File: src/rtl/operand_sequencer.sv
`default_nettype none
// ============================================================================
// Module  : operand_sequencer
// Purpose : Key-entry FSM that assembles operand1/operator/operand2 from
//           eBCD key events, waits for the calculator result and drives the
//           display word.
// Revision: 1.0 - initial release
// ============================================================================
module operand_sequencer #(
    parameter int         MAX_DIGITS = 6,
    parameter int         CALC_LAT   = 1,
    parameter logic [4:0] KEY_IDLE   = 5'h1F
) (
    input  logic        sw_clk,
    input  logic        rst,
    input  logic [4:0]  eBCD,
    input  logic [31:0] ans,
    output logic [31:0] operand1,
    output logic [31:0] operand2,
    output logic [2:0]  operator,
    output logic        busy,
    output logic [31:0] fnd_serial
);

    localparam int          c_CNT_W     = $clog2(CALC_LAT + 1);
    localparam int          c_DIG_W     = $clog2(MAX_DIGITS + 1);
    localparam logic [4:0]  c_KEY_SUB   = 5'h0B;
    localparam logic [4:0]  c_KEY_EQ    = 5'h0F;
    localparam logic [4:0]  c_KEY_CLR   = 5'h10;
    localparam logic [31:0] c_ERR_WORD  = 32'h00EE_0000;
    localparam logic [31:0] c_HAPPY     = 32'h00A0_0000;
    localparam logic [c_DIG_W-1:0] c_LIM_POS  = c_DIG_W'(MAX_DIGITS);
    localparam logic [c_DIG_W-1:0] c_LIM_NEG  = c_DIG_W'(MAX_DIGITS - 1);
    localparam logic [c_CNT_W-1:0] c_LAT_INIT = c_CNT_W'(CALC_LAT);

    typedef enum logic [2:0] {
        S_START    = 3'd0,
        S_ENTER_A  = 3'd1,
        S_OP_SHOWN = 3'd2,
        S_ENTER_B  = 3'd3,
        S_WAIT     = 3'd4,
        S_RESULT   = 3'd5,
        S_ERROR    = 3'd6
    } state_t;

    state_t               r_state,    w_state_nxt;
    logic [4:0]           r_prev_key;
    logic [31:0]          r_op1,      w_op1_nxt;
    logic [31:0]          r_op2,      w_op2_nxt;
    logic [31:0]          r_mag1,     w_mag1_nxt;
    logic [31:0]          r_mag2,     w_mag2_nxt;
    logic [c_DIG_W-1:0]   r_cnt1,     w_cnt1_nxt;
    logic [c_DIG_W-1:0]   r_cnt2,     w_cnt2_nxt;
    logic                 r_neg1,     w_neg1_nxt;
    logic                 r_neg2,     w_neg2_nxt;
    logic [2:0]           r_oper,     w_oper_nxt;
    logic                 r_busy,     w_busy_nxt;
    logic [c_CNT_W-1:0]   r_lat_cnt,  w_lat_cnt_nxt;
    logic                 r_clr_pend, w_clr_pend_nxt;
    logic [31:0]          r_ans,      w_ans_nxt;
    logic [31:0]          r_fnd,      w_fnd_nxt;

    logic                 w_event;
    logic                 w_is_digit;
    logic                 w_is_op;
    logic [2:0]           w_op_code;
    logic [31:0]          w_digit;
    logic [31:0]          w_app1;
    logic [31:0]          w_app2;
    logic [c_DIG_W-1:0]   w_lim1;
    logic [c_DIG_W-1:0]   w_lim2;
    logic [3:0]           w_glyph;
    logic                 w_do_clear;

    function automatic logic [31:0] f_signed(input logic neg, input logic [31:0] mag);
        return neg ? (~mag + 32'd1) : mag;
    endfunction

    // A press is the first non-idle code after an idle sample.
    assign w_event    = (eBCD != KEY_IDLE) && (r_prev_key == KEY_IDLE);
    assign w_is_digit = (eBCD <= 5'd9);
    assign w_is_op    = (eBCD >= 5'h0A) && (eBCD <= 5'h0E);
    assign w_op_code  = eBCD[2:0] - 3'd2;
    assign w_digit    = {28'd0, eBCD[3:0]};
    assign w_app1     = (r_mag1 * 32'd10) + w_digit;
    assign w_app2     = (r_mag2 * 32'd10) + w_digit;
    assign w_lim1     = r_neg1 ? c_LIM_NEG : c_LIM_POS;
    assign w_lim2     = r_neg2 ? c_LIM_NEG : c_LIM_POS;

    always_comb begin
        w_state_nxt    = r_state;
        w_op1_nxt      = r_op1;
        w_op2_nxt      = r_op2;
        w_mag1_nxt     = r_mag1;
        w_mag2_nxt     = r_mag2;
        w_cnt1_nxt     = r_cnt1;
        w_cnt2_nxt     = r_cnt2;
        w_neg1_nxt     = r_neg1;
        w_neg2_nxt     = r_neg2;
        w_oper_nxt     = r_oper;
        w_busy_nxt     = r_busy;
        w_lat_cnt_nxt  = r_lat_cnt;
        w_clr_pend_nxt = r_clr_pend;
        w_ans_nxt      = r_ans;
        w_fnd_nxt      = r_fnd;
        w_glyph        = 4'd0;
        w_do_clear     = 1'b0;

        if (r_state == S_WAIT) begin
            if (w_event && (eBCD == c_KEY_CLR)) begin
                w_clr_pend_nxt = 1'b1;
            end
            if (r_lat_cnt > c_CNT_W'(1)) begin
                w_lat_cnt_nxt = r_lat_cnt - c_CNT_W'(1);
            end else begin
                w_busy_nxt     = 1'b0;
                w_lat_cnt_nxt  = '0;
                w_clr_pend_nxt = 1'b0;
                w_neg1_nxt     = 1'b0;
                if (r_clr_pend || (w_event && (eBCD == c_KEY_CLR))) begin
                    w_do_clear = 1'b1;
                end else if (ans == c_ERR_WORD) begin
                    w_state_nxt = S_ERROR;
                end else begin
                    w_state_nxt = S_RESULT;
                    w_ans_nxt   = ans;
                end
            end
        end else if (w_event) begin
            if (eBCD == c_KEY_CLR) begin
                w_do_clear = 1'b1;
            end else if (w_is_digit) begin
                case (r_state)
                    S_START, S_RESULT, S_ERROR: begin
                        w_mag1_nxt  = w_digit;
                        w_cnt1_nxt  = c_DIG_W'(1);
                        w_op1_nxt   = f_signed(r_neg1, w_digit);
                        w_state_nxt = S_ENTER_A;
                    end
                    S_ENTER_A: begin
                        if (r_cnt1 < w_lim1) begin
                            w_mag1_nxt = w_app1;
                            w_cnt1_nxt = r_cnt1 + c_DIG_W'(1);
                            w_op1_nxt  = f_signed(r_neg1, w_app1);
                        end
                    end
                    S_OP_SHOWN: begin
                        w_mag2_nxt  = w_digit;
                        w_cnt2_nxt  = c_DIG_W'(1);
                        w_op2_nxt   = f_signed(r_neg2, w_digit);
                        w_state_nxt = S_ENTER_B;
                    end
                    S_ENTER_B: begin
                        if (r_cnt2 < w_lim2) begin
                            w_mag2_nxt = w_app2;
                            w_cnt2_nxt = r_cnt2 + c_DIG_W'(1);
                            w_op2_nxt  = f_signed(r_neg2, w_app2);
                        end
                    end
                    default: ;
                endcase
            end else if ((eBCD == c_KEY_SUB) &&
                         ((r_state == S_START) || (r_state == S_RESULT) || (r_state == S_ERROR))) begin
                w_neg1_nxt = 1'b1;
            end else if ((eBCD == c_KEY_SUB) && (r_state == S_OP_SHOWN)) begin
                w_neg2_nxt = 1'b1;
            end else if (w_is_op) begin
                case (r_state)
                    S_ENTER_A, S_RESULT: begin
                        // Chaining: a finished result becomes the new first operand.
                        if (r_state == S_RESULT) begin
                            w_op1_nxt = r_ans;
                        end
                        w_oper_nxt  = w_op_code;
                        w_op2_nxt   = '0;
                        w_mag2_nxt  = '0;
                        w_cnt2_nxt  = '0;
                        w_neg2_nxt  = 1'b0;
                        w_neg1_nxt  = 1'b0;
                        w_state_nxt = S_OP_SHOWN;
                    end
                    S_OP_SHOWN: w_oper_nxt = w_op_code;
                    default: ;
                endcase
            end else if ((eBCD == c_KEY_EQ) && (r_state == S_ENTER_B)) begin
                w_busy_nxt    = 1'b1;
                w_lat_cnt_nxt = c_LAT_INIT;
                w_state_nxt   = S_WAIT;
            end
        end

        if (w_do_clear) begin
            w_op1_nxt   = '0;
            w_op2_nxt   = '0;
            w_mag1_nxt  = '0;
            w_mag2_nxt  = '0;
            w_cnt1_nxt  = '0;
            w_cnt2_nxt  = '0;
            w_neg1_nxt  = 1'b0;
            w_neg2_nxt  = 1'b0;
            w_oper_nxt  = 3'd0;
            w_state_nxt = S_ENTER_A;
        end

        w_glyph = {1'b0, w_oper_nxt} + 4'd1;
        case (w_state_nxt)
            S_START:             w_fnd_nxt = c_HAPPY;
            S_ENTER_A:           w_fnd_nxt = w_op1_nxt;
            S_OP_SHOWN:          w_fnd_nxt = {8'h00, w_glyph, 20'h00000};
            S_ENTER_B, S_WAIT:   w_fnd_nxt = w_op2_nxt;
            S_RESULT:            w_fnd_nxt = w_ans_nxt;
            default:             w_fnd_nxt = c_ERR_WORD;
        endcase
    end

    always_ff @(posedge sw_clk or negedge rst) begin
        if (!rst) begin
            r_state    <= S_START;
            r_prev_key <= KEY_IDLE;
            r_op1      <= '0;
            r_op2      <= '0;
            r_mag1     <= '0;
            r_mag2     <= '0;
            r_cnt1     <= '0;
            r_cnt2     <= '0;
            r_neg1     <= 1'b0;
            r_neg2     <= 1'b0;
            r_oper     <= 3'd0;
            r_busy     <= 1'b0;
            r_lat_cnt  <= '0;
            r_clr_pend <= 1'b0;
            r_ans      <= '0;
            r_fnd      <= c_HAPPY;
        end else begin
            r_state    <= w_state_nxt;
            r_prev_key <= eBCD;
            r_op1      <= w_op1_nxt;
            r_op2      <= w_op2_nxt;
            r_mag1     <= w_mag1_nxt;
            r_mag2     <= w_mag2_nxt;
            r_cnt1     <= w_cnt1_nxt;
            r_cnt2     <= w_cnt2_nxt;
            r_neg1     <= w_neg1_nxt;
            r_neg2     <= w_neg2_nxt;
            r_oper     <= w_oper_nxt;
            r_busy     <= w_busy_nxt;
            r_lat_cnt  <= w_lat_cnt_nxt;
            r_clr_pend <= w_clr_pend_nxt;
            r_ans      <= w_ans_nxt;
            r_fnd      <= w_fnd_nxt;
        end
    end

    assign operand1   = r_op1;
    assign operand2   = r_op2;
    assign operator   = r_oper;
    assign busy       = r_busy;
    assign fnd_serial = r_fnd;

endmodule
`default_nettype wire

File: config.mk
export PLATFORM = sky130hd
export DESIGN_NAME = operand_sequencer
export DESIGN_NICKNAME = d
export VERILOG_FILES = /design/src/rtl/operand_sequencer.sv
export SDC_FILE = /design/constraint.sdc
export NUM_CORES = 1
export LEC_CHECK = 0
export CAP_MARGIN = 20
export CORE_UTILIZATION = 35
export CTS_CLUSTER_DIAMETER = 200
export DETAILED_ROUTE_END_ITERATION = 10
export PLACE_DENSITY = 0.63
export SLEW_MARGIN = 20
export SYNTH_ARGS = -nofsm -noshare
export SYNTH_HDL_FRONTEND = slang
export SYNTH_SLANG_ARGS = --single-unit
File: constraint.sdc
create_clock -name sw_clk -period 6.3 [get_ports sw_clk]
set_input_delay 1.26 -clock sw_clk [delete_from_list [all_inputs] [get_ports sw_clk]]
set_output_delay 1.26 -clock sw_clk [all_outputs]
set_load 0.05 [all_outputs]
==> out/qor.yml, run 1 <==
detailed_routing:
  top_layer: "met4"
  dr_wl_met2_um: 33300
  met3WireLength_um: 4300
  drc: 0
  ant_nets: 0
  drtPass1Iterations: 6
  via_count: 18396
  wl_met1_um: 29900
  routed_wl_um: 69500
  viasPerCell: 6.05
  drt_iter0_markers: 1633
  wire_per_inst_um: 22.8
sta:
  min_period_over_period: 0.955
  hold_viol_final: 0
  rsz0062_at_grt: "no"
  tns_ns: 0
  relSlewSlack: 0.284
  slew_viol_final: 0
  fin_worst_skew_ns: 0.0213
  worstMarginPinSlew_ns: 1.07
  hold_ws_ns: 0.493
  clock.fmax_mhz: 166
  fin_crit_ns: 6.01
  setup_viol: 0
floorplan:
  initial_utilization: 0.356
  row_count: 83
  die_area_mm2: 0.0533
  die_y_um: 231
  coreArea_mm2: 0.0515
  io_pins: 139
  die_x_um: 231
outcome:
  status: "completed"
yosys:
  ys_seq_area_frac: 0.287
  synth_area_mm2: 0.0183
  ys_async_sr_fraction: 1.00
  ys.warnings.count: 0
  synth_cell_types: 104
  ys.flop_type: "dfrtp_1"
  synth-edff-count: 0
  ys_ff_latch: 210
  syn_nets: 2383
  synth.avg_cell_area_um2: 8.31
  synthCells: 2209
worst_setup_path:
  path_cells: "ha_1 > ha_1 > fa_1 > a211oi_4 > o211ai_1 > a21boi_1 > xor2_1 > or4_1 > or3_1 > or4_1 > a21o_1 > a221o_1 > a211o_1 > o21a_1 > or3_1 > a31o_1 > o211ai_2"
  crit_type: "flop to flop"
  path_delay_family: "compound AO/OA/AOI/OAI gates"
  worstPathArrival_ns: 6.50
  start_kind: "flop"
  cp.required_ns: 6.78
  cp-end-kind: "flop"
  cp_slowest_cell: "or3_1"
  cpPeakStageDelay_ns: 0.51
  path_max_fanout: 7
  crit_buf_inv: 0
clocking:
  htree_levels: 1
  cts.sink_count: 210
  insertion_delay_ns: 0.57
  cts.path.max_buffers: 3
  cts-root-buf: "clkbuf_16"
  cts_tree: "built"
  ctsHoldBuffers: 0
  path_clk_slew_ns: 0.06
  postCtsSetupBuffers: 0
  numCtsBuffers: 27
placement:
  port_buffers: 138
  gp_congestion: 0.966
  dp_hpwl_um: 53200
  dpl.cell_count: 2994
  post_dp_cell_area_mm2: 0.0208
layout:
  n_fill_cell: 5210
  diodes: 0
  final_cells: 3043
  utilization: 0.422
  syn_to_final_growth_pct: 18.6
  fin_area_mm2: 0.0218
  final_cell_mix: "o21ai_0, dfrtp_1, nand2_1"
  final_nets: 2517
  drive_above_1_share: 0.0965
power_and_ir_drop:
  p_leak_nw: 9.04
  ir_drop_uv: 169
  p_sw_frac: 0.431
  netSwitchingPower_mw: 2.73
  p_seq_frac: 0.307
  p_int_mw: 3.62
  power_density_mw_per_mm2: 292
  pwr-share-clk: 0.261
  pwr-share-comb: 0.432
grt:
  grt_overflow_total: 0
  antenna_found_initial: 0
  grt_max_degree: 166
  grt_pass1_vias: 17717
  grt_pass1_wl_um: 106000
  grt_usage: 0.254
run:
  drv_cap: 0
min_path:
  hp-class: "flop to flop"
==> final cells by class <==
cell class | instances | area [um^2] | area share
clock buffers | 39 | 771 | 0.0354
well taps | 680 | 851 | 0.0391
inverters | 31 | 116 | 0.00535
clock inverters | 10 | 163 | 0.00748
flip-flops and latches | 210 | 5260 | 0.242
repair buffers | 219 | 2020 | 0.0928
multi-input cells | 1854 | 12600 | 0.578
==> logic make-up after synthesis <==
family	Yosys count	synth area share
buf+inv	145	0.0307
compound gates	732	0.263
flops	210	0.287
mux	71	0.0411
simple gates	762	0.210
xor+xnor	154	0.0751
fa+ha+maj	135	0.0937
==> power by group through the flow <==
stage / logic [mW] / registers, mW / clock network [mW]
after detailed placement: 2.70 / 1.96 / 0
after global routing: 2.89 / 1.97 / 1.73
after CTS: 2.71 / 1.94 / 1.68
final: 2.74 / 1.95 / 1.66
after global placement: 2.68 / 1.96 / 0
after floorplan: 1.11 / 2.48 / 0
==> tightest hold or removal path: stages, from the launching register on <==
cell and delay, ns:
dfrtp_1 0.35, nand2_1 0.05, o21ai_0 0.06
==> sequential cells by signal, indices dropped and copies added, names as in the netlist <==
name / count
r_mag1: 31
operator: 3
operand1: 32
busy: 1
r_cnt1: 3
r_neg2: 1
r_ans: 32
r_prev_key: 5
r_cnt2: 3
r_state: 3
r_neg1: 1
r_mag2: 31
operand2: 32
fnd_serial: 32
==> Yosys cell counts, types with 13 or more instances <==
| cell | count | area (um^2) |
|---|---|---|
| nor2b_1 | 18 | 113 |
| nand2_1 | 202 | 758 |
| xnor2_1 | 112 | 981 |
| a21oi_1 | 157 | 786 |
| inv_1 | 29 | 109 |
| and2_1 | 24 | 150 |
| nand3_1 | 57 | 285 |
| a22o_1 | 29 | 254 |
| o21a_1 | 16 | 120 |
| mux2_2 | 34 | 383 |
| a31oi_1 | 19 | 119 |
| o31ai_1 | 28 | 210 |
| nor2_1 | 180 | 676 |
| dfrtp_1 | 203 | 5080 |
| a211oi_1 | 27 | 203 |
| or3_1 | 20 | 125 |
| o211ai_1 | 21 | 158 |
| a21o_1 | 25 | 188 |
| clkbuf_1 | 96 | 360 |
| o22ai_1 | 15 | 93.8 |
| ha_1 | 131 | 1640 |
| nor3_1 | 77 | 385 |
| nand2b_1 | 24 | 150 |
| o2bb2ai_1 | 15 | 131 |
| o21ai_0 | 205 | 1030 |
| a221oi_1 | 13 | 114 |
| a22oi_1 | 15 | 113 |
| nor4_1 | 23 | 144 |
| xor2_1 | 39 | 342 |
| nand4_1 | 24 | 150 |
| and3_1 | 17 | 106 |
| mux2i_1 | 37 | 370 |
| or2_2 | 15 | 93.8 |
==> routing by layer <==
layer  up-vias  GRT usage
li1       8556          -
met1      9057      0.329
met2       664      0.435
met3       119     0.0353
met4         0     0.0766
met5         -          0
==> path summary, 6_finish.rpt <==
check	startpoint	to	slack, ns	cells after the start
worst max-delay path	r_mag1[1]$_DFFE_PN0P_	fnd_serial[31]$_DFF_PN0_	0.29	17
worst max register to register	r_mag1[1]$_DFFE_PN0P_	fnd_serial[31]$_DFF_PN0_	0.29	17
max in group asynchronous	rst	operand2[20]$_DFF_PN0_	4.40	2
min in group asynchronous	rst	r_mag2[7]$_DFFE_PN0P_	0.60	1
worst min register to register	r_mag1[29]$_DFFE_PN0P_	r_mag1[29]$_DFFE_PN0P_	0.49	2
worst min-delay path	r_mag1[29]$_DFFE_PN0P_	r_mag1[29]$_DFFE_PN0P_	0.49	2
==> timing repair <==
item | 4_1_cts | 5_1_grt
gates resized for setup | 0 | 2
hold endpoints to repair | 0 | 0
setup endpoints to repair | 0 | 3
==> stage by stage <==
step | total power [mW] | setup slack (ns)
finish | 6.35 | 0.286
floorplan | 3.58 | 0.611
detailed placement | 4.66 | 0.0220
global route | 6.59 | 0.0186
CTS | 6.33 | 0.275
global placement | 4.63 | 0.0612
No activity file was read; power rests on OpenSTA's default activity.
==> run 2, diff against run 1 <==
--- a/config.mk
+++ b/config.mk
@@ -8,6 +8,6 @@
 export CAP_MARGIN = 20
-export CORE_UTILIZATION = 35
+export CORE_UTILIZATION = 60
 export CTS_CLUSTER_DIAMETER = 200
 export DETAILED_ROUTE_END_ITERATION = 10
-export PLACE_DENSITY = 0.63
+export PLACE_DENSITY = 0.93
 export SLEW_MARGIN = 20
--- a/constraint.sdc
+++ b/constraint.sdc
@@ -3,2 +3,2 @@
 set_output_delay 1.26 -clock sw_clk [all_outputs]
-set_load 0.05 [all_outputs]
+set_load 0.02 [all_outputs]
==> run 2 against run 1 <==
Effect of this change:
- cell area is 2.5% lower
- non-clock buffer count is 5 lower
- sequential power hardly changed
- combinational power decreased by 14%
- cell count fell by 9.9%
- clock-buffer cell count down 11
- first-iteration DRC count rose by 37%
- critical path depth unchanged
- die area down 41%
- worst hold slack improved by 0.011 ns
- total power down 9.8%
- critical path type unchanged
- critical endpoint unchanged
- largest power group unchanged
==> out/qor.yml, run 2 (synthesis gave the netlist of run 1 again) <==
worst_setup_path:
  worstPathArrival_ns: 6.52
  cpPeakStageDelay_ns: 0.58
  worstSetupStartpoint: "r_mag1[1]$_DFFE_PN0P_"
  cp_slowest_cell: "or4_1"
  r2r-end: "fnd_serial[31]$_DFF_PN0_"
  cp.required_ns: 6.78
  reg2reg_depth: 17
  regToRegSetupSlack_ns: 0.27
  path_cells: "ha_1 > ha_1 > fa_1 > a211oi_2 > o211ai_1 > a21boi_1 > xor2_1 > or4_1 > or3_1 > nor3_1 > mux2_2 > a221o_1 > a211o_1 > o21a_1 > or3_1 > a31o_1 > o211ai_2"
  regToRegStartpoint: "r_mag1[1]$_DFFE_PN0P_"
  path_max_fanout: 7
  cp-end-kind: "flop"
  cp-endpoint: "fnd_serial[31]$_DFF_PN0_"
  start_kind: "flop"
  crit_type: "flop to flop"
clocking:
  cts.sink_count: 210
  numCtsBuffers: 23
  htree_levels: 1
  cts.path.max_buffers: 3
  cts-root-buf: "clkbuf_16"
  path_clk_slew_ns: 0.07
  insertion_delay_ns: 0.56
  ctsHoldBuffers: 0
  cts_tree: "built"
floorplan:
  die_y_um: 177
  die_x_um: 177
  io_pins: 139
  coreArea_mm2: 0.0299
  initial_utilization: 0.614
  row_count: 63
  die_area_mm2: 0.0313
detailed_routing:
  drc: 0
  drtPass1Iterations: 6
  viasPerCell: 7.04
  ant_nets: 0
  wire_per_inst_um: 24.1
  drt_iter0_markers: 2232
  via_count: 19307
  routed_wl_um: 66000
placement:
  dp_hpwl_um: 49800
  port_buffers: 138
  pre_cts_ws_ns: -0.130
  post_dp_cell_area_mm2: 0.0204
  gp_congestion: 1.01
  dpl.cell_count: 2699
layout:
  diodes: 0
  final_nets: 2508
  final_cell_mix: "o21ai_0, dfrtp_1, nand2_1"
  syn_to_final_growth_pct: 15.6
  drive_above_1_share: 0.0940
  final_cells: 2741
  utilization: 0.710
  fin_area_mm2: 0.0212
sta:
  hold_ws_ns: 0.504
  relSlewSlack: 0.240
  setup_viol: 0
  worstMarginPinSlew_ns: 1.13
  fin_worst_skew_ns: 0.0303
  fin_crit_ns: 6.03
  slew_viol_final: 0
  clock.fmax_mhz: 166
  rsz0062_at_grt: "no"
  setup_ws_ns: 0.266
  min_period_over_period: 0.958
  hold_viol_final: 0
power_and_ir_drop:
  pwr-share-clk: 0.251
  power_density_mw_per_mm2: 270
  ir_drop_uv: 298
  p_leak_nw: 8.94
  netSwitchingPower_mw: 2.32
  pwr-share-comb: 0.410
  p_int_mw: 3.41
  p_seq_frac: 0.339
  p_sw_frac: 0.405
run:
  drv_cap: 0
grt:
  grt_pass1_wl_um: 102000
  antenna_found_initial: 3
  grt_max_degree: 110
  grt_overflow_total: 0
  grt_pass1_vias: 18515
  grt_usage: 0.419
min_path:
  hp-class: "flop to flop"
outcome:
  status: "completed"
-- run 2: worst max-delay path: cells and delay by family, from the launching register on --
family                     cells  cell delay, ns
xor gates and xnor gates       1            0.20
DFF                            1            0.44
AOI/OAI and AO/OA              8            2.18
adders and majority gates      3            1.02
and+or+nand+nor                4            1.73
muxes                          1            0.38
-- run 2: timing repair --
action,in CTS,in global routing
gates resized for setup,0,5
buffers inserted,0,0
endpoints found under the setup margin,0,4
-- run 2: layout make-up --
cell class	instances	area, um^2
repair buffers	214	1970
well taps	390	488
flip-flops and latches	210	5260
fillers	2254	8670
clock buffers	28	624
multi-input cells	1854	12600
inverters	31	116
clock inverters	14	165
-- run 2: power by group through the flow --
stage	Sequential (mW)	Combinational (mW)	Clock, mW
after floorplan	2.06	1.11	0
after global placement	1.92	2.20	0
after detailed placement	1.94	2.25	0
after CTS	1.92	2.27	1.44
after global routing	1.95	2.46	1.49
final	1.94	2.35	1.44
-- run 2: worst min path at each step --
stage | depth (start not counted) | start | to | slack, ns
finish | 1 | r_cnt1[0]$_DFFE_PN0P_ | r_cnt1[0]$_DFFE_PN0P_ | 0.50
floorplan | 2 | r_mag1[29]$_DFFE_PN0P_ | r_mag1[29]$_DFFE_PN0P_ | 0.45
global placement | 2 | r_mag1[29]$_DFFE_PN0P_ | r_mag1[29]$_DFFE_PN0P_ | 0.48
CTS | 1 | r_cnt1[0]$_DFFE_PN0P_ | r_cnt1[0]$_DFFE_PN0P_ | 0.50
detailed placement | 1 | r_cnt1[0]$_DFFE_PN0P_ | r_cnt1[0]$_DFFE_PN0P_ | 0.49
global route | 1 | r_mag2[29]$_DFFE_PN0P_ | r_mag2[29]$_DFFE_PN0P_ | 0.54
-- run 2: metal layers --
layer	GRT usage	routed length (um)	vias up
met5	0	31	-
met4	0.228	4200	4
met3	0.102	6810	320
met2	0.695	30500	1188
met1	0.500	24400	9230
li1	-	-	8565
-- run 2: stage by stage --
stage | TNS (ns) | power [mW]
floorplan | 0 | 3.17
global placement | -0.0412 | 4.13
detailed placement | -0.203 | 4.19
CTS | 0 | 5.63
global route | 0 | 5.91
finish | 0 | 5.73
==> run 3, diff against run 2 <==
Settings changed: REMOVE_ABC_BUFFERS set to 1.
==> run 3 against run 2 <==
Effect of this change:
- first-iteration DRC count up 11%
- clock power up 9%
- core utilization up 0.39 points
- routed wire length up 1.3%
- register-to-register slack about the same
- cell count up 0.40%
- highest routed layer is now met4
==> out/qor.yml, run 3 (synthesis gave the netlist of run 1 again) <==
floorplan:
  die_area_mm2: 0.0313
  die_y_um: 177
  die_x_um: 177
  io_pins: 139
  initial_utilization: 0.614
  coreArea_mm2: 0.0299
  row_count: 63
detailed_routing:
  wire_per_inst_um: 24.3
  drc: 0
  viasPerCell: 7.06
  routed_wl_um: 66800
  drt_iter0_markers: 2477
  via_count: 19438
  ant_nets: 0
  drtPass1Iterations: 7
sta:
  hold_ws_ns: 0.526
  clock.fmax_mhz: 165
  tns_ns: 0
  fin_crit_ns: 6.06
  relSlewSlack: 0.263
  fin_worst_skew_ns: 0.0354
  setup_viol: 0
  min_period_over_period: 0.961
  slew_viol_final: 0
  hold_viol_final: 0
  rsz0062_at_grt: "no"
  worstMarginPinSlew_ns: 1.10
min_path:
  min_from: "r_mag2[29]$_DFFE_PN0P_"
  hp-class: "flop to flop"
clocking:
  numCtsBuffers: 24
  htree_levels: 1
  cts_tree: "built"
  cts.sink_count: 210
  path_clk_slew_ns: 0.07
  ctsHoldBuffers: 0
  cts_resized: 0
  cts.path.max_buffers: 3
  postCtsSetupBuffers: 0
  insertion_delay_ns: 0.55
  cts-root-buf: "clkbuf_16"
worst_setup_path:
  cp.required_ns: 6.74
  worstSetupStartpoint: "eBCD[1]"
  regToRegStartpoint: "r_mag2[1]$_DFFE_PN0P_"
  cp-endpoint: "fnd_serial[30]$_DFF_PN0_"
  path_max_fanout: 8
  crit_type: "input port to flop"
  regToRegSetupSlack_ns: 0.28
  cp-end-kind: "flop"
  start_kind: "input port"
  r2r-end: "fnd_serial[31]$_DFF_PN0_"
  worstPathArrival_ns: 6.49
  reg2reg_depth: 17
power_and_ir_drop:
  p_sw_frac: 0.393
  p_int_mw: 3.57
  p_leak_nw: 9.00
  p_seq_frac: 0.327
  power_density_mw_per_mm2: 276
  netSwitchingPower_mw: 2.32
  pwr-share-comb: 0.406
  ir_drop_uv: 290
  pwr-share-clk: 0.266
grt:
  grt_pass1_vias: 18842
  antenna_found_initial: 2
  grt_usage: 0.422
  grt_pass1_wl_um: 103000
  grt_overflow_total: 0
  grt_max_degree: 123
placement:
  dp_hpwl_um: 49700
  dpl.cell_count: 2706
  post_dp_cell_area_mm2: 0.0204
  gp_congestion: 1.01
  port_buffers: 138
run:
  drv_cap: 0
layout:
  n_fill_cell: 2209
  utilization: 0.714
  syn_to_final_growth_pct: 16.2
  final_cells: 2752
  final_cell_mix: "o21ai_0, dfrtp_1, nand2_1"
  fin_area_mm2: 0.0213
  drive_above_1_share: 0.0945
  final_nets: 2516
outcome:
  status: "completed"
run 3: worst max-delay path, stage by stage:
cell             delay (ns)
clkdlybuf4s50_1        0.61
ha_1                   0.25
fa_1                   0.25
a21o_1                 0.14
nand4_1                0.17
nor4bb_1               0.42
buf_4                  0.25
nand4_4                0.11
or2_1                  0.28
or3_1                  0.45
or4_1                  0.44
a21o_1                 0.20
a221o_1                0.38
nor4_2                 0.41
mux2i_1                0.17
o311ai_1               0.33
o211ai_1               0.15
a22o_1                 0.20
run 3: area by class of cell:
cell class | count | area (um^2) | share of cell area
inverter | 31 | 116 | 0.00546
tap | 390 | 488 | 0.0229
antenna | 2 | 5.00 | 0.000235
clock buffer | 33 | 674 | 0.0316
clock inverter | 11 | 203 | 0.00951
sequential | 210 | 5260 | 0.247
multi-input combinational | 1854 | 12600 | 0.589
timing repair buffer | 221 | 2020 | 0.0948
run 3: metal layers:
metal  GRT usage  share of wire  up-vias
li1            -              -     8569
met1       0.502           0.36     9289
met2       0.687           0.46     1276
met3      0.0999           0.11      304
met4       0.263          0.067        0
met5           0              0        -
run 3: power groups by stage:
| stage | combinational (mW) | clock (mW) | sequential [mW] |
|---|---|---|---|
| floorplan | 1.06 | 0 | 2.08 |
| global placement | 2.22 | 0 | 1.92 |
| detailed placement | 2.27 | 0 | 1.93 |
| CTS | 2.30 | 1.56 | 1.91 |
| global route | 2.50 | 1.61 | 1.94 |
| finish | 2.39 | 1.57 | 1.93 |
run 3: through the flow:
step | power, mW | setup WS, ns
3_5_place_dp | 4.20 | -0.159
4_1_cts | 5.77 | 0.376
2_1_floorplan | 3.14 | -0.134
6_report | 5.89 | 0.244
5_1_grt | 6.05 | 0.0307
3_3_place_gp | 4.14 | 0.0775
run 3: worst min path at each step:
stage | to | slack [ns] | cells past startpoint
global route | r_mag1[30]$_DFFE_PN0P_ | 0.54 | 1
detailed placement | r_mag2[29]$_DFFE_PN0P_ | 0.50 | 1
finish | r_mag2[29]$_DFFE_PN0P_ | 0.53 | 1
global placement | r_mag1[29]$_DFFE_PN0P_ | 0.47 | 2
CTS | r_ans[9]$_DFF_PN0_ | 0.52 | 1
floorplan | r_mag1[29]$_DFFE_PN0P_ | 0.45 | 2
